File: src/rtl/frame_cfg_pkg.sv
// Shared definitions for the configuration-column frame registers: row address helpers,
// parity helper and the per-row FSM encoding.
package frame_cfg_pkg;

    localparam int ROW_IDLE = 0;

    // Widest frame word the parity helper covers; callers zero-extend into it.
    localparam int FRAME_MAX_BITS = 64;

    typedef enum logic {
        FDR_EMPTY   = 1'b0,
        FDR_PENDING = 1'b1
    } fdr_state_t;

    // All-ones row address of the given width; used as the broadcast select.
    function automatic logic [31:0] row_broadcast(input int width);
        return (32'd1 << width) - 32'd1;
    endfunction

    // Even-parity bit: makes the total count of ones (data + bit) even.
    function automatic logic even_parity(input logic [FRAME_MAX_BITS-1:0] data);
        return ^data;
    endfunction

endpackage

File: src/rtl/frame_pipe_stage.sv
// One retiming register on the column forward path, cleared by the asynchronous reset.
module frame_pipe_stage #(
    parameter int Width = 1
) (
    input  logic             CLK,
    input  logic             resetn,
    input  logic [Width-1:0] i_d,
    output logic [Width-1:0] o_q
);

    logic [Width-1:0] r_q;

    always_ff @(posedge CLK or negedge resetn) begin
        if (!resetn) begin
            r_q <= '0;
        end else begin
            r_q <= i_d;
        end
    end

    assign o_q = r_q;

endmodule

File: src/rtl/frame_data_reg_buffered.sv
// Per-row frame-data register: shadow capture on address match, commit to the tile on Commit_I,
// sticky error flags, saturating capture count and a retimed forward path down the column.
module frame_data_reg_buffered
    import frame_cfg_pkg::*;
#(
    parameter int FrameBitsPerRow = 32,
    parameter int RowSelectWidth  = 5,
    parameter int Row             = 1,
    parameter int PipeStages      = 1,
    parameter int BroadcastEnable = 1,
    parameter int ParityEnable    = 1,
    parameter int CountWidth      = 8
) (
    input  logic                       CLK,
    input  logic                       resetn,
    input  logic [FrameBitsPerRow-1:0] FrameData_I,
    input  logic [RowSelectWidth-1:0]  RowSelect_I,
    input  logic                       FrameValid_I,
    input  logic                       FrameParity_I,
    input  logic                       Commit_I,
    input  logic                       ClearErr_I,
    output logic [FrameBitsPerRow-1:0] FrameData_O,
    output logic                       Pending_O,
    output logic                       ParityErr_O,
    output logic                       Overrun_O,
    output logic [CountWidth-1:0]      CaptureCount_O,
    output logic [FrameBitsPerRow-1:0] FrameData_Fwd_O,
    output logic [RowSelectWidth-1:0]  RowSelect_Fwd_O,
    output logic                       FrameValid_Fwd_O,
    output logic                       FrameParity_Fwd_O
);

    localparam logic [RowSelectWidth-1:0] SEL_IDLE  = RowSelectWidth'(ROW_IDLE);
    localparam logic [RowSelectWidth-1:0] SEL_ROW   = RowSelectWidth'(Row);
    localparam logic [RowSelectWidth-1:0] SEL_BCAST = RowSelectWidth'(row_broadcast(RowSelectWidth));
    localparam int                        PW        = FrameBitsPerRow + RowSelectWidth + 2;

    fdr_state_t                 r_state, w_state_next;
    logic [FrameBitsPerRow-1:0] r_shadow;
    logic [FrameBitsPerRow-1:0] r_frame_data;
    logic [CountWidth-1:0]      r_count;
    logic                       r_parity_err;
    logic                       r_overrun;

    logic [FRAME_MAX_BITS-1:0]  w_data_ext;
    logic                       w_match;
    logic                       w_par_ok;
    logic                       w_accept;
    logic                       w_par_fail;
    logic                       w_commit;
    logic                       w_overrun_set;

    assign w_data_ext = FRAME_MAX_BITS'(FrameData_I);
    assign w_match    = FrameValid_I && (RowSelect_I != SEL_IDLE) &&
                        ((RowSelect_I == SEL_ROW) ||
                         ((BroadcastEnable != 0) && (RowSelect_I == SEL_BCAST)));
    assign w_par_ok   = (ParityEnable == 0) || (even_parity(w_data_ext) == FrameParity_I);
    assign w_accept   = w_match && w_par_ok;
    assign w_par_fail = w_match && !w_par_ok;

    always_ff @(posedge CLK or negedge resetn) begin
        if (!resetn) begin
            r_state <= FDR_EMPTY;
        end else begin
            r_state <= w_state_next;
        end
    end

    // A commit always drains the old shadow, even when a new frame lands in the same cycle.
    always_comb begin
        w_state_next  = r_state;
        w_commit      = 1'b0;
        w_overrun_set = 1'b0;
        case (r_state)
            FDR_EMPTY: begin
                if (w_accept) w_state_next = FDR_PENDING;
            end
            FDR_PENDING: begin
                if (Commit_I) begin
                    w_commit = 1'b1;
                    if (!w_accept) w_state_next = FDR_EMPTY;
                end else if (w_accept) begin
                    w_overrun_set = 1'b1;
                end
            end
            default: w_state_next = FDR_EMPTY;
        endcase
    end

    always_ff @(posedge CLK or negedge resetn) begin
        if (!resetn) begin
            r_shadow     <= '0;
            r_frame_data <= '0;
            r_count      <= '0;
            r_parity_err <= 1'b0;
            r_overrun    <= 1'b0;
        end else begin
            if (w_accept) r_shadow <= FrameData_I;
            if (w_commit) r_frame_data <= r_shadow;
            if (w_accept && (r_count != '1)) r_count <= r_count + CountWidth'(1);
            // Setting has priority over a same-cycle clear so no error is lost.
            if (w_par_fail)      r_parity_err <= 1'b1;
            else if (ClearErr_I) r_parity_err <= 1'b0;
            if (w_overrun_set)   r_overrun <= 1'b1;
            else if (ClearErr_I) r_overrun <= 1'b0;
        end
    end

    assign FrameData_O    = r_frame_data;
    assign Pending_O      = (r_state == FDR_PENDING);
    assign ParityErr_O    = r_parity_err;
    assign Overrun_O      = r_overrun;
    assign CaptureCount_O = r_count;

    // Entry 0 is the raw input, so PipeStages=0 degenerates to a plain wire.
    logic [PW-1:0] w_pipe [0:PipeStages];

    assign w_pipe[0] = {FrameData_I, RowSelect_I, FrameValid_I, FrameParity_I};

    for (genvar g = 0; g < PipeStages; g++) begin : g_pipe
        frame_pipe_stage #(.Width(PW)) u_stage (
            .CLK    (CLK),
            .resetn (resetn),
            .i_d    (w_pipe[g]),
            .o_q    (w_pipe[g+1])
        );
    end

    assign {FrameData_Fwd_O, RowSelect_Fwd_O, FrameValid_Fwd_O, FrameParity_Fwd_O} = w_pipe[PipeStages];

endmodule
File: config.mk
export PLATFORM = sky130hd
export DESIGN_NAME = frame_data_reg_buffered
export DESIGN_NICKNAME = d
export VERILOG_FILES = /design/src/rtl/frame_cfg_pkg.sv /design/src/rtl/frame_pipe_stage.sv /design/src/rtl/frame_data_reg_buffered.sv
export SDC_FILE = /design/constraint.sdc
export NUM_CORES = 1
export LEC_CHECK = 0
export CAP_MARGIN = 10
export CORE_MARGIN = 8
export CORE_UTILIZATION = 46
export CTS_CLUSTER_SIZE = 24
export DETAILED_ROUTE_END_ITERATION = 10
export PLACE_DENSITY = 0.77
export REMOVE_ABC_BUFFERS = 1
export SETUP_SLACK_MARGIN = 0.05
export SYNTH_ARGS = -nofsm -noshare
export SYNTH_HDL_FRONTEND = slang
export SYNTH_SLANG_ARGS = --single-unit
File: constraint.sdc
create_clock -name CLK -period 2.57 [get_ports CLK]
set_clock_uncertainty 0.15 [all_clocks]
set_input_delay 0.257 -clock CLK [delete_from_list [all_inputs] [get_ports CLK]]
set_output_delay 0.257 -clock CLK [all_outputs]
set_load 0.02 [all_outputs]
==> results.cfg <==
[layout]
multi_input_area_um2 = 1540
final_area_um2 = 6820
areaGrowthSynthToFinish_pct = 52.1
regArea_um2 = 2850
nets = 495
antenna_cells = 0
drive_gt1_frac = 0.308
utilization = 0.711
stdcell_count = 597
fill_cells = 680

[worst_setup_path]
setup.worst_path.start = FrameData_I[29]
start_kind = input port
cp.arrival_ns = 2.65
r2r-end = CaptureCount_O[1]
cp_data_required_time_ns = 2.80
r2r_slack_ns = 0.54
critPathMaxFanout = 18
r2r_cells = 7
endpoint_kind = flip-flop
worst-setup-path-type = input port to flip-flop
rr_startpoint = CaptureCount_O[0]

[synthesis]
avgSynthCellArea_um2 = 16.4
yosysSeqAreaShare = 0.637
synth_area_um2 = 4480
synth-seq-cells = 114
syn-instance-count = 274
ys_types = 31
yosys_warnings = 0

[sta]
period_share = 0.942
grt_setup_unrepaired = no
final-hold-violation-count = 0
max_slew.worst_pin.slew_ns = 0.592
whs_ns = 0.101
max_freq_mhz = 413
setup_viol = 0
finalWorstPathRequiredPeriod_ns = 2.42
drv_slew = 0
slew_headroom = 0.606

[place]
numPortBuffers = 124
gp_congestion = 0.840
dp_cells = 564
dpl_cell_area_um2 = 6140
dp_hpwl_mm = 7.29

[worst_hold_path]
holdPathStages = 1
whs_endpoint = g_pipe[0].u_stage.o_q[6]
hp-start = RowSelect_I[4]
hold_class = input port to flip-flop

[cts]
htreeDepth = 4
cts_buffer_depth = 2
cts.clk_slew.worst_paths_ns = 0.05
post-cts-setup-buffers = 0
cts-root-buf = clkbuf_8
cts_tree = done
clkLatencyLatePin_ns = 0.49
cts.sinks = 114
cts_buffers = 17

[power_and_ir_drop]
p_per_area_nw_per_um2 = 993
ir_worst_vdd_mv = 0.483
combPwrFrac = 0.256
p_int_mw = 5.06
switching_power_mw = 1.71
switching_share = 0.252
p_clk_frac = 0.385
pwr-share-seq = 0.359
p_leak_nw = 3.11

[run_status]
status = complete, no violations

[drt]
drtIter0Drc = 75
routed_wl_mm = 10.1
drt-vias-per-instance = 4.69
vias = 2800
drt_drc_violations_left = 0
dr.pass1.iters = 4
ant_nets = 0
routedWlPerCell_um = 16.9

[die]
start_util = 0.467
fp-row-count = 36
fp.dieH_um = 115
dieArea_um2 = 13200
core_um2 = 9590
fp.dieW_um = 115
io_pins = 125

[global_routing]
antenna_found_initial = 0
grt_pass1_vias = 3108
grt_pass1_wl_mm = 16.3
gr-total-overflow = 0
grt_max_degree = 71
track_usage = 0.161

[run]
max_cap_viol_count = 0
## worst max-delay path, cell delays in order
cell and delay [ns]:
clkdlybuf4s50_1 0.46, xnor2_1 0.24, xnor2_1 0.17, xnor2_1 0.17, xnor3_1 0.50, mux2i_4 0.28, buf_12 0.22, mux2_2 0.35
## how the worst max path moves through the flow
stage	to	slack (ns)
floorplan	r_shadow[0]	-0.58
CTS	r_shadow[1]	0.13
global placement	r_shadow[1]	-0.30
detailed placement	r_shadow[1]	-0.38
finish	r_shadow[1]	0.15
global route	r_shadow[1]	0.07
## Yosys cell counts
| master | number | area, um^2 |
|---|---|---|
| nor4_1 | 1 | 6.26 |
| and4_1 | 1 | 8.76 |
| ha_1 | 1 | 12.5 |
| xnor2_1 | 29 | 254 |
| dfrtp_1 | 114 | 2850 |
| buf_6 | 1 | 11.3 |
| xnor2_2 | 1 | 16.3 |
| xnor3_1 | 2 | 45.0 |
| xor2_1 | 2 | 17.5 |
| mux2i_1 | 6 | 60.1 |
| a32o_1 | 1 | 10.0 |
| o211ai_1 | 1 | 7.51 |
| o211a_1 | 1 | 10.0 |
| nor2_1 | 9 | 33.8 |
| nand2b_1 | 1 | 6.26 |
| a31oi_1 | 1 | 6.26 |
| mux2_4 | 28 | 420 |
| a22o_1 | 1 | 8.76 |
| buf_1 | 3 | 11.3 |
| o21ai_0 | 1 | 5.00 |
| nand4_1 | 1 | 6.26 |
| inv_1 | 2 | 7.51 |
| a31o_2 | 1 | 8.76 |
| a21o_1 | 1 | 7.51 |
| mux2_2 | 41 | 462 |
| mux2i_4 | 1 | 22.5 |
| nor3_1 | 2 | 10.0 |
| nand2_1 | 8 | 30.0 |
| buf_12 | 3 | 60.1 |
| xor3_1 | 1 | 23.8 |
| nand3_1 | 8 | 40.0 |
## area by class of cell
type	count	share of cell area
sequential	114	0.418
timing repair buffer	165	0.233
multi-input combinational	151	0.226
clock buffer	22	0.0679
clock inverter	10	0.0297
tap	133	0.0244
inverter	2	0.00110
## layout by cell type (no fill, tap or decap), types with 3 or more instances in the layout
| cell | n |
|---|---|
| clkdlybuf4s50_1 | 123 |
| dfrtp_1 | 114 |
| mux2_2 | 41 |
| buf_4 | 38 |
| xnor2_1 | 29 |
| mux2_4 | 28 |
| clkbuf_16 | 16 |
| nor2_1 | 9 |
| nand2_1 | 8 |
| nand3_1 | 8 |
| mux2i_1 | 6 |
| bufinv_16 | 6 |
| clkbuf_8 | 4 |
| clkinv_2 | 3 |
| buf_12 | 3 |
## cell families after synthesis
| family | share of synthesized area |
|---|---|
| DFF | 0.637 |
| muxes | 0.215 |
| AOI/OAI and AO/OA | 0.0142 |
| adders and majority gates | 0.00279 |
| xor gates and xnor gates | 0.0796 |
| buffers and inverters | 0.0201 |
| and+or+nand+nor | 0.0315 |
## state kept, by name, indices dropped and copies added, names as in the netlist
name	cells
g_pipe.u_stage.o_q	39
CaptureCount_O	8
Pending_O	1
ParityErr_O	1
Overrun_O	1
FrameData_O	32
r_shadow	32
## timing repair
action,CTS,global route
resized for setup,0,0
hold buffers,1,0
endpoints found under the hold margin,44,0
## metrics by stage
step                      setup slack [ns]  power [mW]  setup TNS [ns]
final                                0.149        6.77               0
after global routing                0.0652        7.08               0
after CTS                            0.129        6.85               0
after detailed placement            -0.378        4.19          -12.52
after global placement              -0.296        4.14           -9.39
after floorplan                     -0.583        3.42          -17.38
## layer usage
layer / global-route usage / vias up / share of wire
met3: 0.0638 / 5 / 0.067
met4: 0.0525 / 0 / 0.0069
li1: - / 1306 / -
met5: 0 / - / 0
met2: 0.266 / 76 / 0.51
met1: 0.190 / 1413 / 0.42
## power by group through the flow
stage	registers, mW	logic (mW)	clock network, mW
finish	2.43	1.73	2.61
floorplan	2.60	0.821	0
detailed placement	2.45	1.74	0
global route	2.48	1.84	2.75
CTS	2.43	1.76	2.66
global placement	2.43	1.71	0
Note: power is estimated with default switching activity, not from simulation.
